### src/rtl/nn_cfg_axil_master_pkg.sv
// Shared definitions for the NN configuration AXI4-Lite master.
package nn_cfg_axil_master_pkg;

  localparam int unsigned C_M_AXI_DATA_WIDTH = 32;
  localparam int unsigned C_M_AXI_ADDR_WIDTH = 5;
  localparam int unsigned C_M_AXI_STRB_WIDTH = C_M_AXI_DATA_WIDTH / 8;
  localparam int unsigned LAYER_W            = 8;
  localparam int unsigned NEURON_W           = 16;

  // Slave register map (byte offsets)
  localparam logic [C_M_AXI_ADDR_WIDTH-1:0] REG_WEIGHT = 5'h00;
  localparam logic [C_M_AXI_ADDR_WIDTH-1:0] REG_BIAS   = 5'h04;
  localparam logic [C_M_AXI_ADDR_WIDTH-1:0] REG_OUTPUT = 5'h08;
  localparam logic [C_M_AXI_ADDR_WIDTH-1:0] REG_LAYER  = 5'h10;
  localparam logic [C_M_AXI_ADDR_WIDTH-1:0] REG_NEURON = 5'h14;

  localparam logic [1:0] RESP_OKAY = 2'b00;

  typedef enum logic [1:0] {
    CMD_WEIGHT = 2'b00,
    CMD_BIAS   = 2'b01,
    CMD_READ   = 2'b10,
    CMD_RSVD   = 2'b11
  } cmd_type_e;

  typedef enum logic [2:0] {
    ST_IDLE,
    ST_ISSUE_W,
    ST_WAIT_B,
    ST_ISSUE_AR,
    ST_WAIT_R,
    ST_RSP
  } state_e;

  typedef enum logic [1:0] {
    STEP_LAYER  = 2'd0,
    STEP_NEURON = 2'd1,
    STEP_DATA   = 2'd2
  } step_e;

  // One AXI-Lite write: target offset and 32-bit payload
  typedef struct packed {
    logic [C_M_AXI_ADDR_WIDTH-1:0] addr;
    logic [C_M_AXI_DATA_WIDTH-1:0] data;
  } wr_req_t;

endpackage

### src/rtl/nn_cfg_axil_master_if.sv
// AXI4-Lite bus between the configuration master and the accelerator register file.
interface nn_cfg_axil_master_if;
  import nn_cfg_axil_master_pkg::*;

  logic [C_M_AXI_ADDR_WIDTH-1:0] awaddr;
  logic [2:0]                    awprot;
  logic                          awvalid;
  logic                          awready;
  logic [C_M_AXI_DATA_WIDTH-1:0] wdata;
  logic [C_M_AXI_STRB_WIDTH-1:0] wstrb;
  logic                          wvalid;
  logic                          wready;
  logic [1:0]                    bresp;
  logic                          bvalid;
  logic                          bready;
  logic [C_M_AXI_ADDR_WIDTH-1:0] araddr;
  logic [2:0]                    arprot;
  logic                          arvalid;
  logic                          arready;
  logic [C_M_AXI_DATA_WIDTH-1:0] rdata;
  logic [1:0]                    rresp;
  logic                          rvalid;
  logic                          rready;

  modport master (
    output awaddr, awprot, awvalid, input awready,
    output wdata, wstrb, wvalid, input wready,
    input  bresp, bvalid, output bready,
    output araddr, arprot, arvalid, input arready,
    input  rdata, rresp, rvalid, output rready
  );

  modport slave (
    input  awaddr, awprot, awvalid, output awready,
    input  wdata, wstrb, wvalid, output wready,
    output bresp, bvalid, input bready,
    input  araddr, arprot, arvalid, output arready,
    output rdata, rresp, rvalid, input rready
  );

endinterface

### src/rtl/nn_cfg_axil_master_axil_wr_channel.sv
// Single AXI-Lite write transaction: AW and W issued together, accepted independently, then B.
module axil_wr_channel
  import nn_cfg_axil_master_pkg::*;
(
  input  logic                          clk,
  input  logic                          rst_n,
  input  logic                          i_start,
  input  wr_req_t                       i_req,
  output logic [C_M_AXI_ADDR_WIDTH-1:0] o_awaddr,
  output logic                          o_awvalid,
  input  logic                          i_awready,
  output logic [C_M_AXI_DATA_WIDTH-1:0] o_wdata,
  output logic                          o_wvalid,
  input  logic                          i_wready,
  input  logic                          i_bvalid,
  output logic                          o_bready,
  output logic                          o_accept_c,
  output logic                          o_done_c
);

  logic [C_M_AXI_ADDR_WIDTH-1:0] r_awaddr;
  logic [C_M_AXI_DATA_WIDTH-1:0] r_wdata;
  logic                          r_awvalid;
  logic                          r_wvalid;
  logic                          r_bready;
  logic                          r_aw_done;
  logic                          r_w_done;
  logic                          w_aw_hs;
  logic                          w_w_hs;

  assign w_aw_hs    = r_awvalid & i_awready;
  assign w_w_hs     = r_wvalid & i_wready;
  // Both halves accepted, counting one that completes in this very cycle
  assign o_accept_c = (r_awvalid | r_wvalid) & (r_aw_done | w_aw_hs) & (r_w_done | w_w_hs);
  assign o_done_c   = r_bready & i_bvalid;

  assign o_awaddr  = r_awaddr;
  assign o_awvalid = r_awvalid;
  assign o_wdata   = r_wdata;
  assign o_wvalid  = r_wvalid;
  assign o_bready  = r_bready;

  // Launch, per-channel accept tracking and B-phase handshake
  always_ff @(posedge clk or negedge rst_n) begin
    if (!rst_n) begin
      r_awaddr  <= '0;
      r_wdata   <= '0;
      r_awvalid <= 1'b0;
      r_wvalid  <= 1'b0;
      r_bready  <= 1'b0;
      r_aw_done <= 1'b0;
      r_w_done  <= 1'b0;
    end else if (i_start) begin
      r_awaddr  <= i_req.addr;
      r_wdata   <= i_req.data;
      r_awvalid <= 1'b1;
      r_wvalid  <= 1'b1;
      r_bready  <= 1'b0;
      r_aw_done <= 1'b0;
      r_w_done  <= 1'b0;
    end else begin
      if (w_aw_hs) begin
        r_awvalid <= 1'b0;
        r_aw_done <= 1'b1;
      end
      if (w_w_hs) begin
        r_wvalid <= 1'b0;
        r_w_done <= 1'b1;
      end
      if (o_accept_c) begin
        r_bready <= 1'b1;
      end else if (o_done_c) begin
        r_bready <= 1'b0;
      end
    end
  end

endmodule

### src/rtl/nn_cfg_axil_master.sv
// AXI4-Lite master turning weight/bias/read commands into accelerator register accesses.
module nn_cfg_axil_master
  import nn_cfg_axil_master_pkg::*;
(
  input  logic                          s_axi_aclk,
  input  logic                          s_axi_aresetn,
  input  logic                          cmd_valid,
  output logic                          cmd_ready,
  input  logic [1:0]                    cmd_type,
  input  logic [LAYER_W-1:0]            cmd_layer,
  input  logic [NEURON_W-1:0]           cmd_neuron,
  input  logic [C_M_AXI_DATA_WIDTH-1:0] cmd_data,
  output logic                          rsp_valid,
  input  logic                          rsp_ready,
  output logic [C_M_AXI_DATA_WIDTH-1:0] rsp_data,
  output logic                          busy,
  output logic                          err,
  nn_cfg_axil_master_if.master          m_axi
);

  state_e                        r_state;
  state_e                        w_state_nxt;
  cmd_type_e                     r_cmd_type;
  logic [LAYER_W-1:0]            r_layer;
  logic [NEURON_W-1:0]           r_neuron;
  logic [C_M_AXI_DATA_WIDTH-1:0] r_data;
  logic                          r_need_neuron;
  step_e                         r_step;
  logic [LAYER_W-1:0]            r_layer_q;
  logic                          r_layer_vld;
  logic [NEURON_W-1:0]           r_neuron_q;
  logic                          r_neuron_vld;
  logic                          r_cmd_ready;
  logic                          r_busy;
  logic                          r_err;
  logic                          r_arvalid;
  logic [C_M_AXI_ADDR_WIDTH-1:0] r_araddr;
  logic                          r_rready;
  logic                          r_rsp_valid;
  logic [C_M_AXI_DATA_WIDTH-1:0] r_rsp_data;

  cmd_type_e                     w_cmd_type;
  logic                          w_cmd_fire;
  logic                          w_need_layer;
  logic                          w_need_neuron;
  logic                          w_wr_start;
  step_e                         w_wr_step;
  wr_req_t                       w_wr_req;
  cmd_type_e                     w_src_type;
  logic [LAYER_W-1:0]            w_src_layer;
  logic [NEURON_W-1:0]           w_src_neuron;
  logic [C_M_AXI_DATA_WIDTH-1:0] w_src_data;
  logic                          w_accept_c;
  logic                          w_bdone_c;
  logic                          w_b_ok;
  logic [C_M_AXI_ADDR_WIDTH-1:0] w_awaddr;
  logic [C_M_AXI_DATA_WIDTH-1:0] w_wdata;
  logic                          w_awvalid;
  logic                          w_wvalid;
  logic                          w_bready;

  assign w_cmd_type    = cmd_type_e'(cmd_type);
  assign w_cmd_fire    = cmd_valid & r_cmd_ready;
  assign w_need_layer  = !r_layer_vld || (cmd_layer != r_layer_q);
  assign w_need_neuron = !r_neuron_vld || (cmd_neuron != r_neuron_q);
  assign w_b_ok        = (m_axi.bresp == RESP_OKAY);

  // Payload source: live command fields on capture, stored fields for later steps
  assign w_src_type   = (r_state == ST_IDLE) ? w_cmd_type : r_cmd_type;
  assign w_src_layer  = (r_state == ST_IDLE) ? cmd_layer  : r_layer;
  assign w_src_neuron = (r_state == ST_IDLE) ? cmd_neuron : r_neuron;
  assign w_src_data   = (r_state == ST_IDLE) ? cmd_data   : r_data;

  // Next-state and write-launch decode
  always_comb begin
    w_state_nxt = r_state;
    w_wr_start  = 1'b0;
    w_wr_step   = STEP_DATA;
    unique case (r_state)
      ST_IDLE: begin
        if (w_cmd_fire) begin
          if ((w_cmd_type == CMD_WEIGHT) || (w_cmd_type == CMD_BIAS)) begin
            w_state_nxt = ST_ISSUE_W;
            w_wr_start  = 1'b1;
            w_wr_step   = w_need_layer ? STEP_LAYER : (w_need_neuron ? STEP_NEURON : STEP_DATA);
          end else if (w_cmd_type == CMD_READ) begin
            w_state_nxt = ST_ISSUE_AR;
          end
        end
      end
      ST_ISSUE_W: begin
        if (w_accept_c) w_state_nxt = ST_WAIT_B;
      end
      ST_WAIT_B: begin
        if (w_bdone_c) begin
          if (!w_b_ok || (r_step == STEP_DATA)) begin
            w_state_nxt = ST_IDLE;
          end else begin
            w_state_nxt = ST_ISSUE_W;
            w_wr_start  = 1'b1;
            w_wr_step   = ((r_step == STEP_LAYER) && r_need_neuron) ? STEP_NEURON : STEP_DATA;
          end
        end
      end
      ST_ISSUE_AR: begin
        if (m_axi.arready) w_state_nxt = ST_WAIT_R;
      end
      ST_WAIT_R: begin
        if (m_axi.rvalid) w_state_nxt = ST_RSP;
      end
      ST_RSP: begin
        if (rsp_ready) w_state_nxt = ST_IDLE;
      end
      default: w_state_nxt = ST_IDLE;
    endcase
  end

  // Address/data for the write step being launched
  always_comb begin
    w_wr_req = '0;
    unique case (w_wr_step)
      STEP_LAYER: begin
        w_wr_req.addr = REG_LAYER;
        w_wr_req.data = C_M_AXI_DATA_WIDTH'(w_src_layer);
      end
      STEP_NEURON: begin
        w_wr_req.addr = REG_NEURON;
        w_wr_req.data = C_M_AXI_DATA_WIDTH'(w_src_neuron);
      end
      default: begin
        w_wr_req.addr = (w_src_type == CMD_BIAS) ? REG_BIAS : REG_WEIGHT;
        w_wr_req.data = w_src_data;
      end
    endcase
  end

  // FSM state register
  always_ff @(posedge s_axi_aclk or negedge s_axi_aresetn) begin
    if (!s_axi_aresetn) r_state <= ST_IDLE;
    else                r_state <= w_state_nxt;
  end

  // Command capture and current write step
  always_ff @(posedge s_axi_aclk or negedge s_axi_aresetn) begin
    if (!s_axi_aresetn) begin
      r_cmd_type    <= CMD_WEIGHT;
      r_layer       <= '0;
      r_neuron      <= '0;
      r_data        <= '0;
      r_need_neuron <= 1'b0;
      r_step        <= STEP_LAYER;
    end else begin
      if (w_cmd_fire) begin
        r_cmd_type    <= w_cmd_type;
        r_layer       <= cmd_layer;
        r_neuron      <= cmd_neuron;
        r_data        <= cmd_data;
        r_need_neuron <= w_need_neuron;
      end
      if (w_wr_start) r_step <= w_wr_step;
    end
  end

  // Layer/neuron cache: refreshed on OKAY, invalidated when the slave rejects the write
  always_ff @(posedge s_axi_aclk or negedge s_axi_aresetn) begin
    if (!s_axi_aresetn) begin
      r_layer_q    <= '0;
      r_layer_vld  <= 1'b0;
      r_neuron_q   <= '0;
      r_neuron_vld <= 1'b0;
    end else if (w_bdone_c) begin
      if (r_step == STEP_LAYER) begin
        r_layer_vld <= w_b_ok;
        if (w_b_ok) r_layer_q <= r_layer;
      end
      if (r_step == STEP_NEURON) begin
        r_neuron_vld <= w_b_ok;
        if (w_b_ok) r_neuron_q <= r_neuron;
      end
    end
  end

  // Handshake/status flags and sticky error
  always_ff @(posedge s_axi_aclk or negedge s_axi_aresetn) begin
    if (!s_axi_aresetn) begin
      r_cmd_ready <= 1'b0;
      r_busy      <= 1'b0;
      r_err       <= 1'b0;
    end else begin
      r_cmd_ready <= (w_state_nxt == ST_IDLE);
      r_busy      <= (w_state_nxt != ST_IDLE);
      if ((w_cmd_fire && (w_cmd_type == CMD_RSVD)) ||
          (w_bdone_c && !w_b_ok) ||
          (r_rready && m_axi.rvalid && (m_axi.rresp != RESP_OKAY))) begin
        r_err <= 1'b1;
      end
    end
  end

  // Read path: AR issue, R capture, response hold
  always_ff @(posedge s_axi_aclk or negedge s_axi_aresetn) begin
    if (!s_axi_aresetn) begin
      r_arvalid   <= 1'b0;
      r_araddr    <= '0;
      r_rready    <= 1'b0;
      r_rsp_valid <= 1'b0;
      r_rsp_data  <= '0;
    end else begin
      if ((r_state == ST_IDLE) && (w_state_nxt == ST_ISSUE_AR)) begin
        r_arvalid <= 1'b1;
        r_araddr  <= REG_OUTPUT;
      end else if (r_arvalid && m_axi.arready) begin
        r_arvalid <= 1'b0;
        r_rready  <= 1'b1;
      end
      if (r_rready && m_axi.rvalid) begin
        r_rready    <= 1'b0;
        r_rsp_valid <= 1'b1;
        r_rsp_data  <= m_axi.rdata;
      end
      if (r_rsp_valid && rsp_ready) r_rsp_valid <= 1'b0;
    end
  end

  axil_wr_channel u_wr (
    .clk        (s_axi_aclk),
    .rst_n      (s_axi_aresetn),
    .i_start    (w_wr_start),
    .i_req      (w_wr_req),
    .o_awaddr   (w_awaddr),
    .o_awvalid  (w_awvalid),
    .i_awready  (m_axi.awready),
    .o_wdata    (w_wdata),
    .o_wvalid   (w_wvalid),
    .i_wready   (m_axi.wready),
    .i_bvalid   (m_axi.bvalid),
    .o_bready   (w_bready),
    .o_accept_c (w_accept_c),
    .o_done_c   (w_bdone_c)
  );

  assign m_axi.awaddr  = w_awaddr;
  assign m_axi.awprot  = 3'b000;
  assign m_axi.awvalid = w_awvalid;
  assign m_axi.wdata   = w_wdata;
  assign m_axi.wstrb   = '1;
  assign m_axi.wvalid  = w_wvalid;
  assign m_axi.bready  = w_bready;
  assign m_axi.araddr  = r_araddr;
  assign m_axi.arprot  = 3'b000;
  assign m_axi.arvalid = r_arvalid;
  assign m_axi.rready  = r_rready;

  assign cmd_ready = r_cmd_ready;
  assign rsp_valid = r_rsp_valid;
  assign rsp_data  = r_rsp_data;
  assign busy      = r_busy;
  assign err       = r_err;

endmodule

### src/flat_wrapper.sv
// flat-port wrapper written by rule: the top's interface ports become plain ports
module nn_cfg_axil_master_flat import nn_cfg_axil_master_pkg::*;
  (s_axi_aclk, s_axi_aresetn, cmd_valid, cmd_ready, cmd_type, cmd_layer, cmd_neuron, cmd_data, rsp_valid, rsp_ready, rsp_data, busy, err, m_axi_awaddr, m_axi_awprot, m_axi_awvalid, m_axi_awready, m_axi_wdata, m_axi_wstrb, m_axi_wvalid, m_axi_wready, m_axi_bresp, m_axi_bvalid, m_axi_bready, m_axi_araddr, m_axi_arprot, m_axi_arvalid, m_axi_arready, m_axi_rdata, m_axi_rresp, m_axi_rvalid, m_axi_rready);
  nn_cfg_axil_master_if m_axi_i ();
  input  logic s_axi_aclk;
  input  logic s_axi_aresetn;
  input  logic cmd_valid;
  output logic cmd_ready;
  input  logic [1:0] cmd_type;
  input  logic [LAYER_W-1:0] cmd_layer;
  input  logic [NEURON_W-1:0] cmd_neuron;
  input  logic [C_M_AXI_DATA_WIDTH-1:0] cmd_data;
  output logic rsp_valid;
  input  logic rsp_ready;
  output logic [C_M_AXI_DATA_WIDTH-1:0] rsp_data;
  output logic busy;
  output logic err;
  output wire logic [$bits(m_axi_i.awaddr)-1:0] m_axi_awaddr;
  output wire logic [$bits(m_axi_i.awprot)-1:0] m_axi_awprot;
  output wire logic [$bits(m_axi_i.awvalid)-1:0] m_axi_awvalid;
  input wire logic [$bits(m_axi_i.awready)-1:0] m_axi_awready;
  output wire logic [$bits(m_axi_i.wdata)-1:0] m_axi_wdata;
  output wire logic [$bits(m_axi_i.wstrb)-1:0] m_axi_wstrb;
  output wire logic [$bits(m_axi_i.wvalid)-1:0] m_axi_wvalid;
  input wire logic [$bits(m_axi_i.wready)-1:0] m_axi_wready;
  input wire logic [$bits(m_axi_i.bresp)-1:0] m_axi_bresp;
  input wire logic [$bits(m_axi_i.bvalid)-1:0] m_axi_bvalid;
  output wire logic [$bits(m_axi_i.bready)-1:0] m_axi_bready;
  output wire logic [$bits(m_axi_i.araddr)-1:0] m_axi_araddr;
  output wire logic [$bits(m_axi_i.arprot)-1:0] m_axi_arprot;
  output wire logic [$bits(m_axi_i.arvalid)-1:0] m_axi_arvalid;
  input wire logic [$bits(m_axi_i.arready)-1:0] m_axi_arready;
  input wire logic [$bits(m_axi_i.rdata)-1:0] m_axi_rdata;
  input wire logic [$bits(m_axi_i.rresp)-1:0] m_axi_rresp;
  input wire logic [$bits(m_axi_i.rvalid)-1:0] m_axi_rvalid;
  output wire logic [$bits(m_axi_i.rready)-1:0] m_axi_rready;
  assign m_axi_awaddr = m_axi_i.awaddr;
  assign m_axi_awprot = m_axi_i.awprot;
  assign m_axi_awvalid = m_axi_i.awvalid;
  assign m_axi_i.awready = m_axi_awready;
  assign m_axi_wdata = m_axi_i.wdata;
  assign m_axi_wstrb = m_axi_i.wstrb;
  assign m_axi_wvalid = m_axi_i.wvalid;
  assign m_axi_i.wready = m_axi_wready;
  assign m_axi_i.bresp = m_axi_bresp;
  assign m_axi_i.bvalid = m_axi_bvalid;
  assign m_axi_bready = m_axi_i.bready;
  assign m_axi_araddr = m_axi_i.araddr;
  assign m_axi_arprot = m_axi_i.arprot;
  assign m_axi_arvalid = m_axi_i.arvalid;
  assign m_axi_i.arready = m_axi_arready;
  assign m_axi_i.rdata = m_axi_rdata;
  assign m_axi_i.rresp = m_axi_rresp;
  assign m_axi_i.rvalid = m_axi_rvalid;
  assign m_axi_rready = m_axi_i.rready;
  nn_cfg_axil_master u_core (.s_axi_aclk(s_axi_aclk), .s_axi_aresetn(s_axi_aresetn), .cmd_valid(cmd_valid), .cmd_ready(cmd_ready), .cmd_type(cmd_type), .cmd_layer(cmd_layer), .cmd_neuron(cmd_neuron), .cmd_data(cmd_data), .rsp_valid(rsp_valid), .rsp_ready(rsp_ready), .rsp_data(rsp_data), .busy(busy), .err(err), .m_axi(m_axi_i));
endmodule
### config.mk
export PLATFORM = sky130hd
export DESIGN_NAME = nn_cfg_axil_master_flat
export DESIGN_NICKNAME = d
export VERILOG_FILES = /design/src/rtl/nn_cfg_axil_master_pkg.sv /design/src/rtl/nn_cfg_axil_master_if.sv /design/src/rtl/nn_cfg_axil_master_axil_wr_channel.sv /design/src/rtl/nn_cfg_axil_master.sv /design/src/flat_wrapper.sv
export SDC_FILE = /design/constraint.sdc
export NUM_CORES = 1
export LEC_CHECK = 0
export ABC_CLOCK_PERIOD_IN_PS = 2000
export BUFFER_PORTS_ARGS = -buffer_cell sky130_fd_sc_hd__buf_2
export CORE_MARGIN = 8
export CORE_UTILIZATION = 45
export DETAILED_ROUTE_END_ITERATION = 6
export HOLD_SLACK_MARGIN = 0.15
export PLACE_DENSITY = 0.76
export SYNTH_ARGS = -nofsm -noshare
export SYNTH_HDL_FRONTEND = slang
export SYNTH_SLANG_ARGS = --single-unit
### constraint.sdc
create_clock -name s_axi_aclk -period 2 [get_ports s_axi_aclk]
set_clock_uncertainty 0.2 [all_clocks]
set_input_delay 0 -clock s_axi_aclk [delete_from_list [all_inputs] [get_ports s_axi_aclk]]
set_output_delay 0 -clock s_axi_aclk [all_outputs]
set_load 0.1 [all_outputs]
==> run_summary.xml <==
<?xml version="1.0" encoding="UTF-8"?>
<metrics>
  <group name="run_status">
    <metric name="run_status" unit="">finished, violations left</metric>
    <metric name="failed_checks" unit="">setup timing</metric>
  </group>
  <group name="layout">
    <metric name="final_cells" unit="">1394</metric>
    <metric name="postLayoutCellArea" unit="um2">11800</metric>
    <metric name="area_growth_syn_to_layout" unit="%">52.7</metric>
    <metric name="filler_instances" unit="">1184</metric>
    <metric name="layout.nets" unit="">1258</metric>
    <metric name="final_core_utilization" unit="">0.693</metric>
    <metric name="fraction_of_final_layout_cells_sized_beyond_drive_strength_1" unit="">0.312</metric>
    <metric name="multi_input_area" unit="um2">3420</metric>
    <metric name="final-seq-area" unit="um2">4220</metric>
  </group>
  <group name="synthesis">
    <metric name="post-synth-top-area-fraction" unit="">0.545</metric>
    <metric name="syn_avg_cell_area" unit="um2">10.1</metric>
    <metric name="synth_flop_cell" unit="">dfrtp_1</metric>
    <metric name="ys_seq_elements" unit="">168</metric>
    <metric name="yosys-top-cells-area" unit="">dfrtp_1, nand2_1, mux2_2, mux2i_1, buf_4</metric>
    <metric name="ys_seq_area_frac" unit="">0.545</metric>
    <metric name="number_of_distinct_standard_cells_referenced_by_the_synthesized_netlist" unit="">50</metric>
    <metric name="most_common_cell_in_the_synthesized_netlist" unit="">nand2_1</metric>
    <metric name="syn-instance-count" unit="">763</metric>
    <metric name="yosys_warnings" unit="">0</metric>
    <metric name="yosysTopAreaCell" unit="">dfrtp_1</metric>
    <metric name="yosys-top-cells-count" unit="">nand2_1, dfrtp_1, mux2_2</metric>
    <metric name="async_reset_ff_frac" unit="">1.00</metric>
    <metric name="synth_edf_count" unit="">0</metric>
    <metric name="synthesis.area" unit="um2">7710</metric>
  </group>
  <group name="clock_network">
    <metric name="clkSinkCount" unit="">168</metric>
    <metric name="clkTransAtPathRegs" unit="ns">0.06</metric>
    <metric name="cts_tree" unit="">built</metric>
    <metric name="htree_num_levels" unit="">4</metric>
    <metric name="cts_buffer_depth" unit="">2</metric>
    <metric name="insertion_delay_to_the_later_sink_of_the_worst_skew_pair" unit="ns">0.43</metric>
    <metric name="clock_root_buffer" unit="">clkbuf_16</metric>
    <metric name="cts_made_buffers" unit="">17</metric>
  </group>
  <group name="sta">
    <metric name="worst_pin_slew" unit="ns">0.723</metric>
    <metric name="min_period_over_period" unit="">1.13</metric>
    <metric name="timing.setup.tns" unit="ns">-7.70</metric>
    <metric name="timing.max_slew.rel_slack" unit="">0.518</metric>
    <metric name="timing.fmax" unit="GHz">0.442</metric>
    <metric name="timing.final.ws_setup" unit="ns">-0.265</metric>
    <metric name="finalHoldViolations" unit="">0</metric>
    <metric name="post-route-min-period" unit="ns">2.26</metric>
    <metric name="setup_violations" unit="">38</metric>
    <metric name="rsz0062_at_grt" unit="">true</metric>
    <metric name="fin_hold_ws" unit="ns">0.154</metric>
    <metric name="final_max_slew_viol_count" unit="">0</metric>
  </group>
  <group name="setup_path">
    <metric name="worstPathCellList" unit="">xnor2_2 -&gt; nand4_1 -&gt; nor4_4 -&gt; buf_4 -&gt; a211oi_4 -&gt; nor3_2 -&gt; buf_4 -&gt; o221ai_2</metric>
    <metric name="slowest_delay" unit="ns">0.41</metric>
    <metric name="critical-path-top-cell-by-count" unit="">buf_4</metric>
    <metric name="worst-path-buf-inv" unit="">2</metric>
    <metric name="setup.worst_path.start_class" unit="">flop</metric>
    <metric name="critical_path_class" unit="">flop to flop</metric>
    <metric name="arrival" unit="ns">2.36</metric>
    <metric name="critPathSlowestCell" unit="">dfrtp_1</metric>
    <metric name="worst_path_required" unit="ns">2.10</metric>
    <metric name="path_delay_family" unit="">simple AND/OR/NAND/NOR gates</metric>
    <metric name="critical_path.endpoint_type" unit="">flop</metric>
    <metric name="critical_path.max_fanout" unit="">3</metric>
  </group>
  <group name="place">
    <metric name="hpwl" unit="mm">15.5</metric>
    <metric name="gpl.final_weighted_congestion" unit="">0.845</metric>
    <metric name="io_buffer_count" unit="">178</metric>
    <metric name="dp.cells" unit="">1180</metric>
    <metric name="dpl-instance-area" unit="um2">9220</metric>
  </group>
  <group name="global_routing">
    <metric name="grt_antenna_before_repair" unit="">1</metric>
    <metric name="maximum_number_of_pins_on_one_net_before_global_route_repair" unit="">62</metric>
    <metric name="grt_pass1_wl" unit="mm">41.2</metric>
    <metric name="track_usage" unit="">0.239</metric>
    <metric name="grt_remaining_overflow" unit="">0</metric>
    <metric name="first_global_vias" unit="">7829</metric>
  </group>
  <group name="detailed_routing">
    <metric name="first_pass_iters" unit="">5</metric>
    <metric name="route.detailed.drc" unit="">0</metric>
    <metric name="ant_nets" unit="">0</metric>
    <metric name="finalWirelength" unit="mm">25.9</metric>
    <metric name="routedWlPerCell" unit="um">18.6</metric>
    <metric name="route.vias.total" unit="">7256</metric>
    <metric name="routed_via_density" unit="">5.21</metric>
    <metric name="drt_iter0_drc" unit="">667</metric>
  </group>
  <group name="worst_hold_path">
    <metric name="worst_hold_path_type" unit="">input port to flop</metric>
  </group>
  <group name="floorplanning">
    <metric name="die-area" unit="um2">21600</metric>
    <metric name="die_h" unit="um">147</metric>
    <metric name="std_cell_rows" unit="">48</metric>
    <metric name="initial_utilization" unit="">0.453</metric>
    <metric name="design.core.area" unit="um2">17000</metric>
    <metric name="io_pins" unit="">196</metric>
    <metric name="chipWidth" unit="um">147</metric>
  </group>
  <group name="power">
    <metric name="power.static_leakage" unit="nW">5.90</metric>
    <metric name="pwr_density_cell" unit="nW/um2">1640</metric>
    <metric name="ir_drop" unit="mV">1.25</metric>
  </group>
  <group name="job">
    <metric name="max_cap_violations" unit="">0</metric>
  </group>
</metrics>
-- area by class of cell --
cell class,instances,share of cell area
Sequential cell,168,0.359
Clock buffer,23,0.0432
Timing Repair Buffer,411,0.272
Clock inverter,9,0.00957
Multi-Input combinational cell,550,0.291
Tap cell,225,0.0239
Antenna cell,1,0.000213
Inverter,7,0.00223
-- path summary, 6_finish.rpt --
check / endpoint / slack (ns) / cells after the start / start
worst max-delay path: u_core.u_wr.o_wdata[3] / -0.26 / 8 / u_core.r_neuron_q[11]
worst min-delay path: u_core.rsp_data[27] / 0.15 / 3 / m_axi_rdata[27]
worst min register to register: u_core.r_data[17] / 0.27 / 2 / u_core.r_data[17]
max in group asynchronous: u_core.r_neuron_q[13] / 0.44 / 4 / s_axi_aresetn
min in group asynchronous: u_core.rsp_data[15] / 0.44 / 3 / s_axi_aresetn
worst max register to register: u_core.u_wr.o_wdata[3] / -0.26 / 8 / u_core.r_neuron_q[11]
-- layout by cell type (no fill, tap or decap), drive strengths merged, types with 4 or more instances in the layout --
master / netlist / layout
dlygate4sd3: 0 / 178
nand2: 255 / 255
nand3: 14 / 14
a21o: 16 / 16
dfrtp: 168 / 168
xnor2: 14 / 14
nand2b: 4 / 4
clkinvlp: 0 / 4
or3: 11 / 11
o22ai: 8 / 8
o21ai: 28 / 28
mux2: 56 / 56
xor2: 10 / 10
inv: 7 / 8
conb: 2 / 17
nor2: 19 / 19
buf: 27 / 233
a21oi: 19 / 19
clkbuf: 26 / 23
o221ai: 15 / 15
a21boi: 7 / 7
mux2i: 26 / 26
nor3: 5 / 5
nand4: 4 / 4
-- cell families after synthesis --
group / Yosys count / synth area share
flops: 168 / 0.545
mux: 82 / 0.116
simple gates: 324 / 0.177
xor+xnor: 24 / 0.0273
other cells: 2 / 0.000974
compound gates: 103 / 0.0927
buf+inv: 60 / 0.0409
-- stage by stage --
stage          power, mW  setup WS, ns
2_1_floorplan       13.0        -0.264
3_3_place_gp        15.0        -0.204
6_report            19.3        -0.265
4_1_cts             19.0        -0.212
3_5_place_dp        15.1        -0.329
5_1_grt             20.1        -0.353
-- metal layers --
layer	track usage	vias to the layer above	wire length (um)
met5	0	-	0
met4	0.115	0	1040
met3	0.0544	93	1670
met2	0.409	326	13100
met1	0.279	3518	10100
li1	-	3319	-
-- registers in the layout, indices dropped and copies added, names as in the netlist, 3 cells and up --
name / cells
u_core.rsp_data: 32
u_core.r_layer_q: 8
u_core.r_layer: 8
u_core.r_state: 3
u_core.u_wr.o_wdata: 32
u_core.r_neuron: 16
u_core.r_neuron_q: 16
u_core.r_data: 32
-- timing repair --
action,in CTS,in global routing
pin swaps,8,4
endpoints found under the setup margin,36,39
buffers inserted,2,1
hold buffers,178,0
endpoints found under the hold margin,309,0
resized for setup,15,11
-- report_power, final --
part	internal, mW	switching [mW]
combinational	2.58	7.70
clock	2.04	1.37
sequential	4.71	0.841
total	9.34	9.92
-- worst min-delay path, stage by stage --
cell,delay [ns]
dlygate4sd3_1,0.52
buf_2,0.10
mux2_2,0.13
Power figures use the tool's default switching activity.
